## config.mk

```make
export PLATFORM = sky130hd
export DESIGN_NAME = uart_regmap
export DESIGN_NICKNAME = d
export VERILOG_FILES = /design/src/rtl/uart_regmap_pkg.sv /design/src/rtl/uart_regmap_sync_fifo.sv /design/src/rtl/uart_regmap.sv
export SDC_FILE = /design/constraint.sdc
export NUM_CORES = 1
export LEC_CHECK = 0
export BUFFER_PORTS_ARGS = -buffer_cell sky130_fd_sc_hd__buf_2
export CAP_MARGIN = 20
export CORE_UTILIZATION = 30
export CTS_CLUSTER_SIZE = 24
export DETAILED_ROUTE_END_ITERATION = 8
export GPL_ROUTABILITY_DRIVEN = 1
export SYNTH_ARGS = -nofsm -noshare
export SYNTH_HDL_FRONTEND = slang
export SYNTH_SLANG_ARGS = --single-unit
```

## constraint.sdc

```tcl
create_clock -name clk -period 3.31 [get_ports clk]
set_clock_uncertainty 0.2 [all_clocks]
set_input_delay 0.331 -clock clk [delete_from_list [all_inputs] [get_ports clk]]
set_output_delay 0.331 -clock clk [all_outputs]
set_load 0.01 [all_outputs]
```

## src/rtl/uart_regmap_pkg.sv

```systemverilog
// rtl/uart_regmap_pkg.sv - register addresses, CTRL/STATUS bit indices and sticky flag type
package uart_regmap_pkg;

  localparam int CTRL_ADDR    = 0;
  localparam int TXDATA_ADDR  = 1;
  localparam int RXDATA_ADDR  = 2;
  localparam int STATUS_ADDR  = 3;
  localparam int TXCOUNT_ADDR = 4;
  localparam int RXCOUNT_ADDR = 5;

  localparam int CTRL_WIDTH      = 5;
  localparam int CTRL_TX_EN      = 0;
  localparam int CTRL_RX_EN      = 1;
  localparam int CTRL_TX_IRQ_EN  = 2;
  localparam int CTRL_RX_IRQ_EN  = 3;
  localparam int CTRL_ERR_IRQ_EN = 4;

  localparam int ST_TX_BUSY  = 0;
  localparam int ST_TX_FULL  = 1;
  localparam int ST_TX_EMPTY = 2;
  localparam int ST_RX_EMPTY = 3;
  localparam int ST_RX_FULL  = 4;
  localparam int ST_TX_OVF   = 5;
  localparam int ST_RX_OVF   = 6;
  localparam int ST_RX_UDF   = 7;

  typedef struct packed {
    logic rx_udf;
    logic rx_ovf;
    logic tx_ovf;
  } sticky_t;

endpackage

```

## src/rtl/uart_regmap_sync_fifo.sv

```systemverilog
// rtl/uart_regmap_sync_fifo.sv - first-word fall-through FIFO with occupancy count
module sync_fifo #(
  parameter int WIDTH = 8,
  parameter int DEPTH = 8
) (
  input  logic                     clk,
  input  logic                     rst,
  input  logic                     push,
  input  logic                     pop,
  input  logic [WIDTH-1:0]         din,
  output logic [WIDTH-1:0]         dout,
  output logic                     full,
  output logic                     empty,
  output logic [$clog2(DEPTH):0]   count
);

  localparam int AW = $clog2(DEPTH);

  logic [WIDTH-1:0] mem [DEPTH];
  logic [AW-1:0]    wr_ptr;
  logic [AW-1:0]    rd_ptr;
  logic [AW:0]      cnt;
  logic             do_push;
  logic             do_pop;

  assign empty = (cnt == '0);
  assign full  = (cnt == (AW+1)'(DEPTH));
  assign count = cnt;

  // A full FIFO still accepts a push when the head leaves in the same cycle
  assign do_pop  = pop & ~empty;
  assign do_push = push & (~full | do_pop);

  assign dout = empty ? '0 : mem[rd_ptr];

  always_ff @(posedge clk or negedge rst) begin
    if (!rst) begin
      wr_ptr <= '0;
      rd_ptr <= '0;
      cnt    <= '0;
    end else begin
      if (do_push) wr_ptr <= wr_ptr + 1'b1;
      if (do_pop)  rd_ptr <= rd_ptr + 1'b1;
      cnt <= cnt + {{AW{1'b0}}, do_push} - {{AW{1'b0}}, do_pop};
    end
  end

  always_ff @(posedge clk) begin
    if (do_push) mem[wr_ptr] <= din;
  end

endmodule

```

## src/rtl/uart_regmap.sv

```systemverilog
// rtl/uart_regmap.sv - CPU register bank with TX/RX FIFOs, status and level interrupt for the UART
module uart_regmap
  import uart_regmap_pkg::*;
#(
  parameter int DATA_WIDTH = 8,
  parameter int TX_DEPTH   = 8,
  parameter int RX_DEPTH   = 8,
  parameter int ADDR_WIDTH = 3
) (
  input  logic                  clk,
  input  logic                  rst,
  input  logic                  wr_en,
  input  logic [ADDR_WIDTH-1:0] wr_addr,
  input  logic [DATA_WIDTH-1:0] wr_data,
  input  logic                  rd_en,
  input  logic [ADDR_WIDTH-1:0] rd_addr,
  output logic [DATA_WIDTH-1:0] rd_data,
  output logic [DATA_WIDTH-1:0] tx_data,
  output logic                  tx_valid,
  input  logic                  tx_ready,
  input  logic                  tx_done,
  input  logic [DATA_WIDTH-1:0] rx_data,
  input  logic                  rx_valid,
  output logic                  irq
);

  localparam int TXC_W = $clog2(TX_DEPTH) + 1;
  localparam int RXC_W = $clog2(RX_DEPTH) + 1;

  logic [CTRL_WIDTH-1:0] ctrl;
  sticky_t               sticky;

  logic                  tx_push, tx_pop, tx_full, tx_empty;
  logic [TXC_W-1:0]      tx_count;
  logic                  rx_push, rx_pop, rx_full, rx_empty;
  logic [RXC_W-1:0]      rx_count;
  logic [DATA_WIDTH-1:0] rx_head;

  logic                  wr_ctrl, wr_status, rd_rxdata;
  logic                  tx_ovf_set, rx_ovf_set, rx_udf_set;
  logic                  tx_busy;
  logic [7:0]            status;
  logic [DATA_WIDTH-1:0] rd_next;
  logic                  irq_next;

  assign wr_ctrl   = wr_en & (wr_addr == ADDR_WIDTH'(CTRL_ADDR));
  assign wr_status = wr_en & (wr_addr == ADDR_WIDTH'(STATUS_ADDR));
  assign tx_push   = wr_en & (wr_addr == ADDR_WIDTH'(TXDATA_ADDR));
  assign rd_rxdata = rd_en & (rd_addr == ADDR_WIDTH'(RXDATA_ADDR));

  assign tx_valid = ctrl[CTRL_TX_EN] & ~tx_empty;
  assign tx_pop   = tx_valid & tx_ready;
  assign rx_push  = rx_valid & ctrl[CTRL_RX_EN];
  assign rx_pop   = rd_rxdata & ~rx_empty;

  assign tx_ovf_set = tx_push & tx_full & ~tx_pop;
  assign rx_ovf_set = rx_push & rx_full & ~rx_pop;
  assign rx_udf_set = rd_rxdata & rx_empty;

  sync_fifo #(.WIDTH(DATA_WIDTH), .DEPTH(TX_DEPTH)) u_tx_fifo (
    .clk   (clk),
    .rst   (rst),
    .push  (tx_push),
    .pop   (tx_pop),
    .din   (wr_data),
    .dout  (tx_data),
    .full  (tx_full),
    .empty (tx_empty),
    .count (tx_count)
  );

  sync_fifo #(.WIDTH(DATA_WIDTH), .DEPTH(RX_DEPTH)) u_rx_fifo (
    .clk   (clk),
    .rst   (rst),
    .push  (rx_push),
    .pop   (rx_pop),
    .din   (rx_data),
    .dout  (rx_head),
    .full  (rx_full),
    .empty (rx_empty),
    .count (rx_count)
  );

  // The transmitter counts as idle on the cycle its frame-complete pulse arrives
  assign tx_busy = tx_valid | (~tx_ready & ~tx_done);

  always_comb begin
    status              = '0;
    status[ST_TX_BUSY]  = tx_busy;
    status[ST_TX_FULL]  = tx_full;
    status[ST_TX_EMPTY] = tx_empty;
    status[ST_RX_EMPTY] = rx_empty;
    status[ST_RX_FULL]  = rx_full;
    status[ST_TX_OVF]   = sticky.tx_ovf;
    status[ST_RX_OVF]   = sticky.rx_ovf;
    status[ST_RX_UDF]   = sticky.rx_udf;
  end

  always_comb begin
    rd_next = '0;
    case (rd_addr)
      ADDR_WIDTH'(CTRL_ADDR):    rd_next = DATA_WIDTH'(ctrl);
      ADDR_WIDTH'(RXDATA_ADDR):  rd_next = rx_head;
      ADDR_WIDTH'(STATUS_ADDR):  rd_next = DATA_WIDTH'(status);
      ADDR_WIDTH'(TXCOUNT_ADDR): rd_next = DATA_WIDTH'(tx_count);
      ADDR_WIDTH'(RXCOUNT_ADDR): rd_next = DATA_WIDTH'(rx_count);
      default:                   rd_next = '0;
    endcase
  end

  assign irq_next = (ctrl[CTRL_TX_IRQ_EN] & tx_empty)
                  | (ctrl[CTRL_RX_IRQ_EN] & ~rx_empty)
                  | (ctrl[CTRL_ERR_IRQ_EN] & (sticky.tx_ovf | sticky.rx_ovf | sticky.rx_udf));

  always_ff @(posedge clk or negedge rst) begin
    if (!rst) begin
      ctrl    <= '0;
      sticky  <= '0;
      rd_data <= '0;
      irq     <= 1'b0;
    end else begin
      if (wr_ctrl) ctrl <= wr_data[CTRL_WIDTH-1:0];
      // A new error event in the clearing cycle keeps its flag set
      sticky.tx_ovf <= tx_ovf_set | (sticky.tx_ovf & ~(wr_status & wr_data[ST_TX_OVF]));
      sticky.rx_ovf <= rx_ovf_set | (sticky.rx_ovf & ~(wr_status & wr_data[ST_RX_OVF]));
      sticky.rx_udf <= rx_udf_set | (sticky.rx_udf & ~(wr_status & wr_data[ST_RX_UDF]));
      if (rd_en) rd_data <= rd_next;
      irq <= irq_next;
    end
  end

endmodule

```

### After elaboration in Yosys (flattened, before gate mapping)

Memory sizes are Yosys's and may differ from the RTL's.
Index checks and enable logic that the tools add are counted.

| storage, ports and cells | value |
|---|---|
| register bits after elaboration | 37 |
| bits in writable memories | 128 |
| bits of input ports | 29 |
| output and inout bits | 18 |
| word-level logic and storage cells | 89 |
| memories | 2 |

| cells by class | value |
|---|---|
| add/subtract/negate cells | 8 |
| equal/unequal tests | 8 |
| muxes and demuxes | 7 |
| bitwise gates (word level) | 48 |
| reductions and logical operators | 4 |

Memories:

| name | depth | width | rd ports | clocked after Yosys merged registers in | write ports | line | source |
|---|---|---|---|---|---|---|---|
| u_rx_fifo.mem | 8 | 8 | 1 | 0 | 1 | uart_regmap_sync_fifo.sv:19 | `logic [WIDTH-1:0] mem [DEPTH];` |
| u_tx_fifo.mem | 8 | 8 | 1 | 0 | 1 | uart_regmap_sync_fifo.sv:19 |  |

Operators with widths:

| cell | count |
|---|---|
| $pmux W8 S5 | 1 |
| $and A1 B1 Y1 | 27 |
| $mux W8 | 2 |
| $add A3 B1 Y3 const B | 4 |
| $not A1 Y1 | 11 |
| $or A1 B1 Y1 | 10 |
| $eq A3 B2 Y1 const B | 3 |
| $add A4 B1 Y4 | 2 |
| $eq A4 B4 Y1 const B | 2 |
| $logic_not A4 Y1 | 2 |
| $sub A4 B1 Y4 | 2 |
| $eq A3 B3 Y1 const B | 2 |
| $logic_not A3 Y1 | 2 |
| $mux W1 | 4 |
| $eq A3 B1 Y1 const B | 1 |

### Logic depth before layout (Yosys ltp)

Gate-level depths: netlist (run 1).

| logic depth | value |
|---|---|
| word-level depth | 9 |
| depth in mapped cells | 12 |
| depth with buffers taken out | 11 |

### By module

From an unflattened synthesis (run 1), not the netlist that was laid out.

| unflattened totals | value |
|---|---|
| cells, all modules | 476 |
| area total of the unflattened synthesis | 7243.2 µm² |

Modules (own cells, without submodules):

| module | instances | cells each | area each (µm²) | sequential area each (µm²) |
|---|---|---|---|---|
| sync_fifo | 2 | 189 | 3118.0 | 2172.1 |
| uart_regmap | 1 | 98 | 1007.2 | 425.4 |

### Least setup slack after synthesis (run 1)

Ideal clock, no wire load.

| timing path | value |
|---|---|
| kind | register -> register |
| from | register u_tx_fifo.cnt[2] (netlist: u_tx_fifo.count[2]) |
| to | memory u_tx_fifo.mem[1][0] (enable) |
| library setup time | 0.398 ns |
| arrival time | 2.160 ns |
| required time | 2.712 ns |
| path slack | 0.552 ns |
| stages on the path, launching flop included | 6 |
| path buffers | 0 |
| period minus slack after synthesis | 2.758 ns |
| path through | dfrtp_1 -> inv_1 -> ha_1 -> nand3b_4 -> a311o_4 -> nor4b_1 |

| on the way | value |
|---|---|
| word-level cells in the longest chain between the ends | 9 |
| elaborated cells on any way between the ends | 11 |
| classes of those cells | eq/ne: 1; mux: 2; bitwise: 7; reduce/logical: 1 |

Ends and longest elaborated chain:

| what | line | source |
|---|---|---|
| start: declaration | uart_regmap_sync_fifo.sv:22 | `logic [AW:0] cnt;` |
| start signal: assignment | uart_regmap_sync_fifo.sv:44 | `cnt <= cnt + {{AW{1'b0}}, do_push} - {{AW{1'b0}}, do_pop};` |
| $logic_not A4 Y1 | uart_regmap_sync_fifo.sv:26 | `assign empty = (cnt == '0);` |
| $not A1 Y1 | uart_regmap_sync_fifo.sv:31, uart_regmap.sv:51 |  |
| $and A1 B1 Y1 | uart_regmap.sv:51 | `assign tx_valid = ctrl[CTRL_TX_EN] & ~tx_empty;` |
| $and A1 B1 Y1 | uart_regmap.sv:52 | `assign tx_pop = tx_valid & tx_ready;` |
| $and A1 B1 Y1 | uart_regmap_sync_fifo.sv:31 | `assign do_pop = pop & ~empty;` |
| $or A1 B1 Y1 (*) | uart_regmap_sync_fifo.sv:32 | `assign do_push = push & (~full \| do_pop);` |
| $and A1 B1 Y1 (*) | uart_regmap_sync_fifo.sv:32 |  |
| $mux W1 (*) | uart_regmap_sync_fifo.sv:49 | `if (do_push) mem[wr_ptr] <= din;` |
| $mux W1 (not written as such) (*) | uart_regmap_sync_fifo.sv:49 |  |
| end: declaration | uart_regmap_sync_fifo.sv:19 |  |

Every way passes the cells marked *; elsewhere a longest branch is shown, timed or not.

### Worst setup path in the final report (run 1)

| timing path | value |
|---|---|
| from | register u_rx_fifo.cnt[1] (netlist: u_rx_fifo.count[1]) |
| to | register u_rx_fifo.cnt[2] (netlist: u_rx_fifo.count[2]) |

| on the way | value |
|---|---|
| word-level cells in the longest chain between the ends | 8 |
| elaborated cells on any way between the ends | 10 |
| classes of those cells | add/sub: 2; eq/ne: 1; bitwise: 6; reduce/logical: 1 |

Ends and longest elaborated chain:

| what | line | source |
|---|---|---|
| start: declaration | uart_regmap_sync_fifo.sv:22 |  |
| start signal: assignment | uart_regmap_sync_fifo.sv:44 |  |
| $logic_not A4 Y1 (*) | uart_regmap_sync_fifo.sv:26 |  |
| $not A1 Y1 (*) | uart_regmap_sync_fifo.sv:31, uart_regmap.sv:54 |  |
| $and A1 B1 Y1 | uart_regmap.sv:54 | `assign rx_pop = rd_rxdata & ~rx_empty;` |
| $and A1 B1 Y1 (*) | uart_regmap_sync_fifo.sv:31 |  |
| via u_rx_fifo.do_pop | uart_regmap_sync_fifo.sv:24 | `logic do_pop;` |
| $or A1 B1 Y1 | uart_regmap_sync_fifo.sv:32 |  |
| $and A1 B1 Y1 | uart_regmap_sync_fifo.sv:32 |  |
| $add A4 B1 Y4 | uart_regmap_sync_fifo.sv:44 |  |
| $sub A4 B1 Y4 (*) | uart_regmap_sync_fifo.sv:44 |  |

Mark *: on every way through the listed nets, which the timed path passes. The rest lies on a longest branch.
A chain may end at the register's enable or synchronous reset.

==> results of run 1 <==
power groups by stage:
stage	combinational (W)	sequential, W	clock [W]
final	0.00164	0.00288	0.00195
after global routing	0.00182	0.00293	0.00208
after CTS	0.00168	0.00289	0.00200
after detailed placement	0.00166	0.00293	0
after global placement	0.00162	0.00291	0
after floorplan	0.00140	0.00269	0
critical path, stage by stage (launching register included):
cell and delay, ns:
dfrtp_1 0.42, nor2_1 0.24, nand2_1 0.14, nand2b_1 0.32
inv_2 0.11, ha_1 0.29, inv_1 0.03, ha_1 0.19
fa_1 0.39, xor2_1 0.17
worst min path at each step:
stage                                       to
2_1_floorplan              ctrl[0]$_DFFE_PN0P_
3_3_place_gp   u_rx_fifo.wr_ptr[0]$_DFFE_PN0P_
3_5_place_dp   u_rx_fifo.wr_ptr[2]$_DFFE_PN0P_
4_1_cts          u_tx_fifo.mem[2][1]$_DFFE_PP_
5_1_grt          u_tx_fifo.mem[1][6]$_DFFE_PP_
6_report         u_tx_fifo.mem[1][1]$_DFFE_PP_
per-layer routing:
metal,GRT usage (%),vias to the layer above
li1,-,1717
met1,15.3,1918
met2,21.6,78
met3,4.09,13
met4,4.48,2
met5,0,-
cell usage after synthesis, drive strengths merged (6+ instances only):
cell type    n  area (um2)
mux4        32         728
mux2i       17         170
buf         14         111
xor2         6        52.6
nor3         6        30.0
nand2       23        93.8
edfxtp     128        3840
xnor2        6        52.6
nor2        22        82.6
inv         17        66.3
mux2        10         116
nand3        6        42.5
dfrtp       37         926
ha          15         188
nor3b        7        62.6
cell families after synthesis:
family                   after synthesis  share of synthesized area, %
flip-flops                           165                          67.7
AND/OR/NAND/NOR                       81                          6.89
multiplexers                          59                          14.4
buffers and inverters                 34                          2.70
AO/OA/AOI/OAI                         32                          3.55
adder cells (fa/ha/maj)               17                          3.23
XOR/XNOR                              12                          1.49
metrics by stage:
stage / hold slack, ns / utilization, % / instance area (um2)
floorplan: -0.165 / - / 7040
global placement: 0.263 / 33.7 / 7700
detailed placement: 0.281 / 33.7 / 7700
CTS: 0.000213 / 36.7 / 8390
global route: 0.00937 / 36.7 / 8390
finish: 0.0139 / 36.7 / 8390
repair_timing:
item                                    CTS  global route
endpoints found under the setup margin    0             0
hold endpoints to repair                109             0
hold buffers                             10             0
registers in the layout, summed over array words and instances, names as in the netlist:
| signal | cells |
|---|---|
| irq | 1 |
| u_rx_fifo.rd_ptr | 3 |
| u_tx_fifo.count | 4 |
| u_tx_fifo.rd_ptr | 3 |
| u_rx_fifo.wr_ptr | 3 |
| u_rx_fifo.count | 4 |
| status | 3 |
| u_tx_fifo.wr_ptr | 3 |
| ctrl | 5 |
| u_rx_fifo.mem | 64 |
| u_tx_fifo.mem | 64 |
| rd_data | 8 |
layout make-up:
| class | instances | area, um2 | share of cell area [%] |
|---|---|---|---|
| Tap cell | 313 | 392 | 4.67 |
| Sequential cell | 165 | 4770 | 56.9 |
| Clock inverter | 12 | 156 | 1.86 |
| Inverter | 17 | 66.3 | 0.791 |
| Multi-Input combinational cell | 201 | 2090 | 24.9 |
| Clock buffer | 19 | 433 | 5.16 |
| Timing Repair Buffer | 76 | 480 | 5.73 |
==> results.md, run 1 <==
* Cells after synthesis at 400
* Worst vdd ir at 459 uV
* Seq pwr share at 44.5%
* IO Count at 47
* Critical Path RT at 3.42 ns
* WS Path Type: flip-flop to flip-flop
* Crit. End Element: flip-flop
* FF+latch count, synth at 165
* Non-filler cells in the finished layout at 803
* RSZ-0062 raised after global routing: no
* Post-route ant nets at 0
* Wire per inst at 17.8 um
* Commonest cells after routing, fill and taps aside: edfxtp_1 (128), buf_2 (46), dfrtp_1 (37)
* H-tree depth at 4
* Crit path max fanout at 9
* Hold Crit Class: input pin to flip-flop
* HPWL Detailed at 9910 um
* FP Rows at 55
* Max layer used: met5
* DP Worst Slack at 0.679 ns
* Pwr per Cell Area at 772 nW/um2
* Via count of the first global-routing pass at 3867
* DRT met1 WL at 6320 um
* Detailed Routing Iterations Pass 1 at 4
* Worst-Skew Late Latency at 0.42 ns
* Max-slew violation count at 0
* Core area at 22800 um2
* Logic pwr share at 25.3%
* Post-route minimum period at 2.64 ns
* Rel. slew slack at 44.0%
* Die W at 155 um
* WP data arrival at 2.74 ns
* Commonest non-fill, non-tap cell in the layout: edfxtp_1
* CTS root buf: clkbuf_16
* Number of setup buffers added after CTS at 0
* Nets@finish at 524
* Final setup TNS at 0 ns
* Seq/Total Area, Yosys at 67.7%
* Yosys cell types at 57
* Final setup viols at 0
* Overflow left after global routing at 0
* N_diodes at 0
* Synthesis Warnings at 0
* Clk sinks at 165
* Critical Path Source Type: flip-flop
* DR iter-0 viols at 142
* Post_cts resized at 0
* First-pass GRT wire length at 22200 um
* Drt drc at 0
* Min-delay src: wr_data[1]
* Final Worst Setup Slack at 0.674 ns
* Worst-margin pin slew at 0.840 ns
* R2R depth at 9
* Ys async rst share at 22.4%
* Internal power at 0.00456 W
* Die area at 24100 um2
* Met2 wire len at 7180 um
* Mapped Nets at 446
* Area grow syn2layout at 19.1%
* Final hold vios at 0
* Fraction of the cycle the final worst path needs at 79.6%
* Num CTS Buffers at 17
* Total power at 0.00648 W
* Placer congestion estimate at 0.777
* Initial antenna violation count at 1
* Clock network power share at 30.2%
* Met3 WL post-DR at 655 um
* Worst Setup EP: u_rx_fifo.count[2]$_DFF_PN0_
* R2r endpoint: u_rx_fifo.count[2]$_DFF_PN0_
* Max-cap violations at 0
* FMAX at 0.379 GHz
* Clk buf depth at 2
* Crit path launch: u_rx_fifo.count[1]$_DFF_PN0_
* Port buffer count at 46
* Die span in y at 155 um
* Fillers at 2181
* Main synth FF type: edfxtp_1
* Post-synth EDFFs at 128
* Share of layout cells above drive strength 1 at 30.6%
* Placed cells at 762
* Pin count of the biggest net entering global routing at 38
* Post-Syn Area at 7040 um2
* Flop2flop setup slack at 0.67 ns
* Mapped Avg Cell Area at 17.6 um2
* Psw at 0.00192 W
* Reg clk slew, reported paths at 0.06 ns
* Hold path depth at 1
* Status: finished, final reports clean
* Initial cell density of the core at 30.8%
* Vias at 3728
* Worst r2r src: u_rx_fifo.count[1]$_DFF_PN0_
* Total routed wirelength at 14300 um
* Leakage Power at 3.05 nW
* Sw Ratio at 29.6%
* CTS tree: yes
* GRT Total Usage at 12.7%
* Drt via density at 4.64
(Power assumes the default switching activity.)
==> inputs of run 2 (changes only) <==
==> constraint.sdc (replaced) <==
create_clock -name clk -period 2.35 [get_ports clk]
set_clock_uncertainty 0.2 [all_clocks]
set_input_delay 0.235 -clock clk [delete_from_list [all_inputs] [get_ports clk]]
set_output_delay 0.235 -clock clk [all_outputs]
set_load 0.01 [all_outputs]
==> run 2 against run 1 <==
Effect of this change: critical path depth is 4 lower; hold slack better by 0.011 ns; die area is the same; global-route usage fell by 0.13 points; via count grew 2.7%; cell area is 3.5% higher; clock-buffer cell count decreased by 1; first-iteration DRC count rose by 58%; worst setup slack worse by 0.65 ns.
==> results.md, run 2 (same netlist as run 1, synthesis figures left out) <==
* Status: finished, final reports clean
* Rel. slew slack at 43.5% (-0.55 points)
* Die span in y at 155 um (unchanged)
* Share of layout cells above drive strength 1 at 34.2% (+3.6 points)
* Crit path max-delay family: multiplexers
* Internal power at 0.00632 W (+39%)
* Critical Path RT at 1.91 ns (-1.51 ns)
* Post-route ant nets at 0 (unchanged)
* Num CTS Buffers at 17 (unchanged)
* Drt via density at 4.61 (-0.66%)
* Clk buf depth at 2 (unchanged)
* Total routed wirelength at 14400 um (+0.62%)
* Final setup viols at 0 (unchanged)
* Die area at 24100 um2 (unchanged)
* Top Registers: u_rx_fifo.mem x64, u_tx_fifo.mem x64, rd_data x8
* Pwr per Cell Area at 1060 nW/um2 (+37%)
* Clk sinks at 165 (unchanged)
* Final Util at 38.0% (+1.3 points)
* Drt drc at 0 (unchanged)
* Core area at 22800 um2 (unchanged)
* Vias at 3828 (+2.7%)
* Highest-delay cell along the critical path: mux4_2
* Fraction of the cycle the final worst path needs at 99.1%
* RSZ-0062 raised after global routing: yes
* Clock network power share at 27.8% (-2.4 points)
* Non-filler cells in the finished layout at 830 (+3.4%)
* HPWL Detailed at 10200 um (+2.5%)
* Initial antenna violation count at 0 (-1)
* Reg clk slew, reported paths at 0.07 ns (about the same)
* Worst vdd ir at 500 uV (+9.0%)
* Area grow syn2layout at 23.2%
* Crit. End Element: primary output
* CTS root buf: clkbuf_16
* GRT Total Usage at 12.6% (-0.13 points)
* Initial cell density of the core at 30.8% (unchanged)
* Placer congestion estimate at 0.804 (+3.4%)
* DR iter-0 viols at 225 (+58%)
* Port buffer count at 46 (unchanged)
* Leakage Power at 3.18 nW (+4.3%)
* Critical Path Source Type: flip-flop
* N_diodes at 0 (unchanged)
* Sw Ratio at 31.0% (+1.4 points)
* Psw at 0.00283 W (+48%)
* Max-cap violations at 0 (unchanged)
* Placed cells at 773 (+1.4%)
* Overflow left after global routing at 0 (unchanged)
* Worst-margin pin slew at 0.848 ns (+0.00820 ns)
* Post-route minimum period at 2.33 ns
* First-pass GRT wire length at 22800 um (+2.5%)
* CP cell instances: buf_12 > mux4_2 > mux2i_1 > nor2_1 > buf_2
* Via count of the first global-routing pass at 4117 (+6.5%)
* WS Path Type: flip-flop to primary output
* CTS tree: yes
* Crit path max fanout at 9 (unchanged)
* WP data arrival at 1.89 ns (-0.85 ns)
* Detailed Routing Iterations Pass 1 at 4 (unchanged)
* Die W at 155 um (unchanged)
* Nets@finish at 550 (+5.0%)
* Commonest cells after routing, fill and taps aside: edfxtp_1 (128), buf_2 (46), dfrtp_1 (35)
* Wire per inst at 17.3 um (-2.7%)
* H-tree depth at 4 (unchanged)
* Max-slew violation count at 0 (unchanged)
* Seq pwr share at 43.9% (-0.6 points)
* Logic pwr share at 28.3% (+3.0 points)
* Commonest non-fill, non-tap cell in the layout: edfxtp_1
* Hold Crit Class: input pin to flip-flop
* Pin count of the biggest net entering global routing at 38 (unchanged)
* IO Count at 47 (unchanged)
* FP Rows at 55 (unchanged)
* Total power at 0.00916 W (+41%)
* Worst-Skew Late Latency at 0.42 ns (about the same)
* FMAX at 0.429 GHz
* CP Buf/Inv Count at 2 (unchanged)
* Worst path max stage delay at 0.50 ns (+0.08 ns)
* Final hold vios at 0 (unchanged)
run 2: changes by cell type in the layout (fill, tap and decap cells not counted), sizes merged:
cell | previous run | this run
dlygate4sd3 | 10 | 22
clkinvlp | 3 | 2
buf | 66 | 79
clkinv | 5 | 7
bufinv | 3 | 0
inv | 18 | 22
run 2: layout make-up:
type                    count  area, um2
flip-flops and latches    165       4770
fillers                  2165      14200
clock buffers              18        429
repair buffers            102        764
clock inverters            14        121
well taps                 313        392
multi-input cells         201       2130
inverters                  17       66.3
run 2: power by group through the flow:
stage               Clock [W]  Combinational [W]  Sequential [W]
floorplan                   0            0.00199         0.00380
global placement            0            0.00248         0.00405
detailed placement          0            0.00255         0.00407
CTS                   0.00261            0.00260         0.00402
global route          0.00272            0.00287         0.00409
finish                0.00255            0.00259         0.00402
run 2: final timing paths:
| kind | startpoint | endpoint | slack [ns] | cells after the start |
|---|---|---|---|---|
| worst max-delay path | u_tx_fifo.rd_ptr[0]$_DFFE_PN0P_ | tx_data[4] | 0.02 | 5 |
| min in group asynchronous | rst | u_rx_fifo.wr_ptr[0]$_DFFE_PN0P_ | 0.28 | 2 |
| worst min-delay path | wr_addr[0] | ctrl[0]$_DFFE_PN0P_ | 0.03 | 3 |
| worst max register to register | u_tx_fifo.count[2]$_DFF_PN0_ | u_tx_fifo.count[3]$_DFF_PN0_ | 0.09 | 8 |
| max in group asynchronous | rst | u_tx_fifo.rd_ptr[0]$_DFFE_PN0P_ | 1.10 | 2 |
| worst min register to register | rd_data[3]$_DFFE_PN0P_ | rd_data[3]$_DFFE_PN0P_ | 0.32 | 2 |
run 2: per-stage QoR:
| stage | hold WS [ns] | setup WS (ns) | instance area [um2] | setup TNS, ns |
|---|---|---|---|---|
| CTS | 0.00975 | -0.0187 | 8630 | -0.0187 |
| global placement | 0.177 | 0.0692 | 7850 | 0 |
| finish | 0.0252 | 0.0202 | 8680 | 0 |
| floorplan | -0.261 | -0.0293 | 7080 | -0.479 |
| detailed placement | 0.196 | 0.0512 | 7850 | 0 |
| global route | 0.0480 | -0.0575 | 8680 | -0.311 |
run 2: timing repair:
| item | in CTS | in global routing |
|---|---|---|
| hold endpoints to repair | 171 | 0 |
| pin swaps | 0 | 3 |
| resized for setup | 1 | 6 |
| setup buffers | 1 | 1 |
| gates cloned | 0 | 1 |
| hold buffers | 22 | 0 |
| setup endpoints to repair | 8 | 30 |
run 2: worst register-to-register path, stage by stage, from the launching register on:
cell and delay [ns]:
dfrtp_1 0.34, inv_1 0.06, ha_1 0.22, nor3b_2 0.17, or3_1 0.42, ha_1 0.30
a21o_1 0.18, a21oi_1 0.17, xor2_1 0.15
run 2: routing by layer:
metal	up-vias	share of wire (%)	global-route usage (%)
met5	-	0	0
met3	13	4.1	3.15
li1	1772	-	-
met2	83	53	22.2
met1	1960	42	15.4
met4	0	1.1	3.31
==> inputs of run 3 (changes only) <==
--- a/config.mk
+++ b/config.mk
@@ -5,6 +5,7 @@
 export SDC_FILE = /design/constraint.sdc
 export NUM_CORES = 1
 export LEC_CHECK = 0
+export ABC_AREA = 1
 export BUFFER_PORTS_ARGS = -buffer_cell sky130_fd_sc_hd__buf_2
 export CAP_MARGIN = 20
 export CORE_UTILIZATION = 30
==> run 3 against run 2 <==
Effect of this change: power up 6.3%; highest routed layer unchanged; first-iteration DRC count up 56%; combinational power up 22%; largest cell class unchanged; cell count up 37%; largest power group unchanged; die area up 3.6%; clock-buffer cell count down 1; fmax up 2.2%.
==> results.md, run 3 <==
* Status: finished, final reports clean
* Post-Syn Area at 7300 um2 (+3.6%)
* Via count of the first global-routing pass at 4924 (+20%)
* Core area at 23700 um2 (+3.7%)
* First-pass GRT wire length at 26400 um (+16%)
* Detailed Routing Iterations Pass 1 at 4 (unchanged)
* Final setup viols at 0 (unchanged)
* Initial antenna violation count at 0 (unchanged)
* Fraction of the cycle the final worst path needs at 97.0% (-2.1 points)
* Final hold vios at 0 (unchanged)
* Share of layout cells above drive strength 1 at 17.5% (-17 points)
* N_diodes at 0 (unchanged)
* Fillers at 2348 (+8.5%)
* Die span in y at 158 um (+1.8%)
* Critical Path RT at 2.47 ns (+0.56 ns)
* Reg area at 4770 um2 (about the same)
* DP Worst Slack at 0.00649 ns (-0.0447 ns)
* Drt via density at 4.40 (-4.6%)
* Pin count of the biggest net entering global routing at 38 (unchanged)
* Top cells by area, synth: edfxtp_1 (53%), dfrtp_1 (13%), nand2_1 (9.1%)
* H-tree depth at 4 (unchanged)
* DP Area at 8130 um2 (+3.6%)
* Overflow left after global routing at 0 (unchanged)
* Hold Crit Class: input pin to flip-flop
* WS Path Type: flip-flop to flip-flop
* Worst vdd ir at 356 uV (-29%)
* Crit path max fanout at 3 (-6)
* FF+latch count, synth at 165 (unchanged)
* Reg clk slew, reported paths at 0.07 ns (about the same)
* Most numerous cell in the Yosys netlist: nand2_1
* Mapped Avg Cell Area at 10.4 um2 (-41%)
* FMAX at 0.439 GHz (+2.2%)
* Total routed wirelength at 16500 um (+15%)
* Placer congestion estimate at 0.785 (-2.3%)
* RSZ-0062 raised after global routing: yes
* Ys async rst share at 22.4% (unchanged)
* DR iter-0 viols at 351 (+56%)
* Area leader, netlist: edfxtp_1
* WP data arrival at 2.40 ns (+0.51 ns)
* Cells after synthesis at 702 (+76%)
* Post-route minimum period at 2.28 ns (-0.0496 ns)
* Pwr per Cell Area at 1080 nW/um2 (+2.2%)
* IO Count at 47 (unchanged)
* Die area at 25000 um2 (+3.6%)
* Yosys cell types at 33 (-42%)
* Num CTS Buffers at 17 (unchanged)
* Area grow syn2layout at 23.6%
* Rel. slew slack at 41.1% (-2.4 points)
* Post-synth EDFFs at 128 (unchanged)
* Leakage Power at 3.84 nW (+21%)
* Most instantiated cells after synthesis: nand2_1 (176), edfxtp_1 (128), inv_1 (82)
* Clk sinks at 165 (unchanged)
* Critical Path Source Type: flip-flop
* Max-slew violation count at 0 (unchanged)
* Total power at 0.00973 W (+6.3%)
* Drt drc at 0 (unchanged)
* Die W at 158 um (+1.8%)
* Commonest cells after routing, fill and taps aside: nand2_1 (175), edfxtp_1 (128), nor2_1 (78)
* Seq/Total Area, Yosys at 65.3% (-2.4 points)
* Synthesis Warnings at 0 (unchanged)
* Crit. End Element: flip-flop
* Worst-margin pin slew at 0.883 ns (+0.0355 ns)
* Max-cap violations at 0 (unchanged)
* Top Registers: u_rx_fifo.mem x64, u_tx_fifo.mem x64, rd_data x8
* Port buffer count at 46 (unchanged)
* Commonest non-fill, non-tap cell in the layout: nand2_1
* Finished Cell Area at 9020 um2 (+4.0%)
* Post-route ant nets at 0 (unchanged)
* HPWL Detailed at 11600 um (+14%)
* Mapped Nets at 748 (+68%)
* Wire per inst at 14.6 um (-16%)
* Synth top area share at 52.7% (-1.9 points)
* Vias at 4994 (+30%)
* Clk buf depth at 2 (unchanged)
* CTS tree: yes
* GRT Total Usage at 14.2% (+1.5 points)
* CTS root buf: clkbuf_16
* Initial cell density of the core at 30.8% (about the same)
* FP Rows at 56 (+1.8%)
* Main synth FF type: edfxtp_1
* Final Worst Setup Slack at 0.0697 ns (+0.0496 ns)
* Worst-Skew Late Latency at 0.43 ns (about the same)
* Nets@finish at 849 (+54%)
* Footprint of the multi-input gates at 2170 um2 (+1.7%)
-- run 3: cell count changes in the layout (fill, tap and decap cells not counted), sizes merged, moves of 5 or more --
cell and delta:
o21ai +36, mux2i -17, buf +5, nand3 +56, inv +70, nand2 +156
nor2 +61, mux2 -7, o211ai +6, nor3b -5, mux4 -32
-- run 3: layout make-up --
| type | count | share of cell area, % |
|---|---|---|
| sequential | 165 | 52.8 |
| multi-input combinational | 429 | 24.0 |
| timing repair buffer | 105 | 8.50 |
| clock buffer | 17 | 4.71 |
| tap | 319 | 4.42 |
| inverter | 85 | 3.58 |
| clock inverter | 15 | 1.90 |
-- run 3: per-stage QoR --
step           hold slack, ns  TNS [ns]  util, %  std cells
5_1_grt                0.0475   -0.0513     38.1       1135
3_3_place_gp            0.216         0     34.3       1077
4_1_cts                0.0192         0     37.7       1130
2_1_floorplan          -0.261         0        -        702
6_report               0.0242         0     38.1       1135
3_5_place_dp            0.214         0     34.3       1077
-- run 3: worst max-delay path: stages, from the launching register on --
cell and delay (ns):
dfrtp_1 0.40, inv_1 0.06, ha_2 0.15, nor3b_4 0.23, nor2_4 0.06, nand2_4 0.07
inv_2 0.05, ha_4 0.25, inv_2 0.04, ha_4 0.15, fa_2 0.35, xor2_1 0.16
-- run 3: power breakdown --
group          switching [W]  internal, W
Clock                0.00130      0.00145
Combinational        0.00194      0.00122
Sequential          0.000313      0.00350
-- run 3: repair_timing --
action | in CTS | in global routing
hold endpoints to repair | 173 | 0
setup buffers | 0 | 5
hold buffers | 21 | 0
endpoints found under the setup margin | 0 | 43
gates resized for setup | 0 | 11
-- run 3: cell families (layout without fill, tap and decap cells) --
group | Yosys count | count (layout) | synth area share, %
AO/OA/AOI/OAI | 67 | 67 | 5.31
XOR/XNOR | 9 | 9 | 1.08
adder cells (fa/ha/maj) | 17 | 17 | 3.12
buffers and inverters | 108 | 222 | 5.67
flip-flops | 165 | 165 | 65.3
multiplexers | 3 | 3 | 0.463
AND/OR/NAND/NOR | 333 | 333 | 19.0
-- run 3: metal layers --
layer	wire, um	vias to the layer above	GRT usage (%)
met3	605	15	2.52
met4	206	0	4.99
met1	7920	2347	19.4
met5	0	-	0
met2	7800	99	22.4
li1	-	2533	-
-- run 3: path summary, 6_finish.rpt --
check,from,end,slack (ns),cells past startpoint
min in group asynchronous,rst,u_tx_fifo.rd_ptr[0]$_DFFE_PN0P_,0.27,2
max in group asynchronous,rst,u_tx_fifo.rd_ptr[2]$_DFFE_PN0P_,1.13,2
worst min-delay path,wr_addr[0],status[7]$_DFF_PN0_,0.02,4
worst max-delay path,u_rx_fifo.count[3]$_DFF_PN0_,u_rx_fifo.count[2]$_DFF_PN0_,0.07,11
worst min register to register,rd_data[3]$_DFFE_PN0P_,rd_data[3]$_DFFE_PN0P_,0.29,2
worst max register to register,u_rx_fifo.count[3]$_DFF_PN0_,u_rx_fifo.count[2]$_DFF_PN0_,0.07,11
